File: src/rtl/serial_sub_pkg.sv
// Shared definitions for the bit-serial subtractor.
//   state_t        : FSM state encoding (IDLE, SHIFT, DONE)
//   DEFAULT_WIDTH  : default operand/result width
package serial_sub_pkg;

  typedef enum logic [1:0] {
    IDLE  = 2'd0,
    SHIFT = 2'd1,
    DONE  = 2'd2
  } state_t;

  localparam int DEFAULT_WIDTH = 8;

endpackage

File: src/rtl/half_subtractor.sv
// One-bit half subtractor built from gate primitives.
//   a      : minuend bit
//   b      : subtrahend bit
//   diff   : a ^ b
//   borrow : ~a & b
module half_subtractor (
  input  logic a,
  input  logic b,
  output logic diff,
  output logic borrow
);

  logic a_n_s;

  xor g_diff   (diff, a, b);
  not g_inv    (a_n_s, a);
  and g_borrow (borrow, a_n_s, b);

endmodule

File: src/rtl/serial_subtractor.sv
// Bit-serial unsigned subtractor: diff = a - b mod 2^WIDTH, LSB first,
// one bit per clock with a single borrow flip-flop.
//   clk, rst   : clock, synchronous active-high reset
//   start      : request, accepted only while busy = 0 (IDLE or DONE)
//   a, b       : minuend / subtrahend, captured on the accepting edge
//   busy       : high during the WIDTH shift cycles
//   done       : one-cycle pulse when diff/borrow_out are valid
//   diff       : result, held until the next accepted start
//   borrow_out : final borrow, high when a < b
module serial_subtractor
  import serial_sub_pkg::*;
#(
  parameter int WIDTH = DEFAULT_WIDTH
) (
  input  logic             clk,
  input  logic             rst,
  input  logic             start,
  input  logic [WIDTH-1:0] a,
  input  logic [WIDTH-1:0] b,
  output logic             busy,
  output logic             done,
  output logic [WIDTH-1:0] diff,
  output logic             borrow_out
);

  localparam int CNT_W = $clog2(WIDTH);
  localparam logic [CNT_W-1:0] LAST_CNT = CNT_W'(WIDTH - 1);

  state_t           state_r;
  state_t           state_s;
  logic [WIDTH-1:0] a_sr_r;
  logic [WIDTH-1:0] b_sr_r;
  logic [WIDTH-1:0] diff_r;
  logic [CNT_W-1:0] cnt_r;
  logic             borrow_r;
  logic             borrow_out_r;
  logic             busy_r;
  logic             done_r;

  logic             accept_s;
  logic             last_s;
  logic             d1_s;
  logic             br1_s;
  logic             br2_s;
  logic             d_s;
  logic             borrow_next_s;

  // Full-subtract bit cell: a_bit - b_bit first, then subtract the borrow.
  half_subtractor u_hs_ab (
    .a      (a_sr_r[0]),
    .b      (b_sr_r[0]),
    .diff   (d1_s),
    .borrow (br1_s)
  );

  half_subtractor u_hs_br (
    .a      (d1_s),
    .b      (borrow_r),
    .diff   (d_s),
    .borrow (br2_s)
  );

  assign borrow_next_s = br1_s | br2_s;

  // Next-state logic; start is honoured only in IDLE and DONE.
  always_comb begin
    state_s  = state_r;
    accept_s = 1'b0;
    last_s   = 1'b0;
    case (state_r)
      IDLE: begin
        if (start) begin
          accept_s = 1'b1;
          state_s  = SHIFT;
        end else begin
          state_s  = IDLE;
        end
      end
      SHIFT: begin
        if (cnt_r == LAST_CNT) begin
          last_s  = 1'b1;
          state_s = DONE;
        end else begin
          state_s = SHIFT;
        end
      end
      DONE: begin
        if (start) begin
          accept_s = 1'b1;
          state_s  = SHIFT;
        end else begin
          state_s  = IDLE;
        end
      end
      default: begin
        state_s = IDLE;
      end
    endcase
  end

  // FSM state register.
  always_ff @(posedge clk) begin
    if (rst) begin
      state_r <= IDLE;
    end else begin
      state_r <= state_s;
    end
  end

  // Datapath: operand capture, serial shift, borrow and cycle counting.
  always_ff @(posedge clk) begin
    if (rst) begin
      a_sr_r       <= '0;
      b_sr_r       <= '0;
      diff_r       <= '0;
      cnt_r        <= '0;
      borrow_r     <= 1'b0;
      borrow_out_r <= 1'b0;
      busy_r       <= 1'b0;
      done_r       <= 1'b0;
    end else begin
      // Status flags are registered from the next state so they line up with it.
      busy_r <= (state_s == SHIFT);
      done_r <= (state_s == DONE);
      if (accept_s) begin
        a_sr_r   <= a;
        b_sr_r   <= b;
        borrow_r <= 1'b0;
        cnt_r    <= '0;
      end else if (state_r == SHIFT) begin
        a_sr_r   <= {1'b0, a_sr_r[WIDTH-1:1]};
        b_sr_r   <= {1'b0, b_sr_r[WIDTH-1:1]};
        diff_r   <= {d_s, diff_r[WIDTH-1:1]};
        borrow_r <= borrow_next_s;
        // Hold on the terminal count so the counter never wraps.
        if (!last_s) begin
          cnt_r <= cnt_r + CNT_W'(1);
        end
        // The final borrow is the one leaving the MSB step.
        if (last_s) begin
          borrow_out_r <= borrow_next_s;
        end
      end
    end
  end

  assign busy       = busy_r;
  assign done       = done_r;
  assign diff       = diff_r;
  assign borrow_out = borrow_out_r;

endmodule

File: config.mk
export PLATFORM = sky130hd
export DESIGN_NAME = serial_subtractor
export DESIGN_NICKNAME = d
export VERILOG_FILES = /design/src/rtl/serial_sub_pkg.sv /design/src/rtl/half_subtractor.sv /design/src/rtl/serial_subtractor.sv
export SDC_FILE = /design/constraint.sdc
export NUM_CORES = 1
export LEC_CHECK = 0
export ABC_CLOCK_PERIOD_IN_PS = 3700
export BUFFER_PORTS_ARGS = -buffer_cell sky130_fd_sc_hd__clkbuf_2
export CAP_MARGIN = 20
export CORE_ASPECT_RATIO = 1.2
export CORE_MARGIN = 5
export CORE_UTILIZATION = 45
export CTS_CLUSTER_SIZE = 40
export DETAILED_ROUTE_END_ITERATION = 8
export GPL_TIMING_DRIVEN = 0
export PLACE_DENSITY = 0.72
export SETUP_SLACK_MARGIN = 0.3
export SLEW_MARGIN = 15
export SYNTH_ARGS = -nofsm -noshare
export SYNTH_HDL_FRONTEND = slang
export SYNTH_SLANG_ARGS = --single-unit
File: constraint.sdc
create_clock -name clk -period 3.7 [get_ports clk]
set_input_delay 0.74 -clock clk [delete_from_list [all_inputs] [get_ports clk]]
set_output_delay 0.74 -clock clk [all_outputs]
set_load 0.05 [all_outputs]
==> impl_metrics.tcl <==
set metrics [dict create \
    status "complete, no violations" \
    finalSetupTns_ps 0 \
    timing.hold.ws_ps 473 \
    yosysSeqAreaShare_pct 50.8 \
    numPortBuffers 28 \
    drtAntennaViolNets 0 \
    setup_viol 0 \
    yosys-top-cells-count "dfxtp_1, nand2_1, nor3_1, a21oi_1, nor2_1" \
    crit_chain "clkbuf_2" \
    hold_buffers 0 \
    postCtsSetupRepairBufs 0 \
    setup_slack_ps 1980 \
    syn_avg_cell_area_um2 8.84 \
    grt_setup_unrepaired "no" \
    worstSetupPathType "reg -> out" \
    cts_buffer_depth 2 \
    grt_max_degree 11 \
    die-area_um2 4070 \
    grt_overflow_total 0 \
    synth_cells 147 \
    cts_resized 0 \
    detail_route.first_pass.iterations 4 \
    synthTopCellsByArea "dfxtp_1, nand2_1, nor3_1" \
    vdd_ir_drop_max_mv 0.366 \
    synth.most_common_cell "dfxtp_1" \
    power_density_nw_per_um2 443 \
    critPathLaunchType "register" \
    worst_pin_slew_ps 468 \
    synth_top_area_cell "dfxtp_1" \
    cts_tree "done" \
    drv_cap 0 \
    syn-num-nets 169 \
    drt_iter0_markers 33 \
    ios 30 \
    num_antenna_cells 0 \
    hold_violations 0 \
    yosysWarnings 0 \
    ys_types 22 \
    place_ws_ps 1990 \
    layout-drive-gt1-share_pct 24.0 \
    post-dp-hpwl_um 2080 \
    path_buf_inv 1 \
    clkTransAtPathRegs_ps 90 \
    cts_sinks 33 \
    cts_root_buf "clkbuf_4" \
    syn2layout_area_growth_pct 17.8 \
    routabilityCongestion 0.783 \
    critPathMaxFanout 3 \
    critPathMaxStageDelay_ps 360 \
    leakage_uw 0.000624 \
    synth_ff_type "dfxtp_1" \
    yosysTopAreaCellShare_pct 50.8 \
    synth-edff-count 0 \
    start_util_pct 46.7 \
    crit_arrival_ps 980 \
    cp_slowest_cell "dfxtp_1" \
    skew_ps 6.82 \
    nets 204 \
    ys_ff_latch 33 \
    antenna_found_initial 0 \
    cts_buffers 5 \
    crit_family "flip-flops" \
    hold_class "reg -> reg" \
    wl_per_cell_um 13.0 \
    cp-end-kind "output pin" \
    routed_wl_um 2830 \
    grt_pass1_wl_um 4790 \
    required_ps 2960 \
    viasPerCell 5.22 \
    vias 1132 \
    max_freq_mhz 581 \
    drc 0 \
    fin_crit_ps 1720 \
    die_w_um 59.1 \
    grt_pass1_vias 1145 \
    num_rows 21 \
    fin_util_pct 55.0 \
    final_max_slew_viol_count 0 \
    maxSlewHeadroom_pct 68.8 \
    syn-cell-area_um2 1300 \
    power.total_uw 679 \
    fin_crit_sh_pct 46.6 \
    cts_max_level 2 \
    core_area_um2 2790 \
    clk_latency_ps 340 \
    synthArstFlopShare_pct 0 \
    track_usage_pct 16.0 \
    die_h_um 68.9 \
]
## final timing paths
path | start | depth (start not counted) | end | slack, ps
setup / recovery | diff[7]$_SDFFE_PP0P_ | 1 | diff[7] | 1980
hold / removal | diff[2]$_SDFFE_PP0P_ | 2 | diff[2]$_SDFFE_PP0P_ | 470
setup reg to reg | cnt_r[0]$_SDFFE_PP0P_ | 5 | cnt_r[2]$_SDFFE_PP0P_ | 2140
hold reg to reg | diff[2]$_SDFFE_PP0P_ | 2 | diff[2]$_SDFFE_PP0P_ | 470
## cells in the final DEF, fill, tap and decap left out, drive strengths merged
master,Yosys,layout
nor3b,1,1
o22ai,7,7
nor3,19,19
a22oi,2,2
nand2,27,27
nand3,2,2
inv,2,2
mux2i,4,4
xnor2,1,1
ha,2,2
a2111oi,1,1
nor2,11,11
nor2b,2,2
clkbuf,4,40
fa,1,1
a21oi,11,11
or2b,1,1
a311oi,6,6
buf,9,9
nand2b,1,1
dfxtp,33,33
## final cells by class
cell class | instances | area, um2
buffer | 13 | 70.1
clock buffer | 8 | 48.8
fill | 291 | 1250
tap | 34 | 42.5
inverter | 2 | 7.51
multi-input combinational | 99 | 562
sequential | 33 | 661
timing repair buffer | 28 | 140
## through the flow
step | cells | cell area, um2
after floorplan | 147 | 1300
after global routing | 217 | 1530
final | 217 | 1530
after CTS | 217 | 1530
after global placement | 209 | 1480
after detailed placement | 209 | 1480
## report_power, final
group	leakage, uW	total (uW)	switching (uW)	internal (uW)
Sequential	0.000270	387	11.4	376
Clock	0.0000265	189	113	75.6
Combinational	0.000327	103	60.9	42.0
## flip-flops by register name, summed over array words and instances, names as in the netlist
register and flops:
diff 8, borrow_r 1, b_sr_r 8, state_r 2, cnt_r 3, busy 1, done 1, borrow_out 1
a_sr_r 8
## per-layer routing
layer | track usage [%] | vias up | routed length (um)
li1 | - | 580 | -
met1 | 17.8 | 523 | 1220
met2 | 27.1 | 24 | 1390
met3 | 6.33 | 5 | 162
met4 | 6.52 | 0 | 50
met5 | 0 | - | 0
## cells by family after synthesis
logic type,share of synthesized area (%)
simple gates,22.0
flops,50.8
compound gates,14.0
buf+inv,5.97
mux,3.08
fa+ha+maj,3.46
xor+xnor,0.674
No activity file was read; power rests on OpenSTA's default activity.
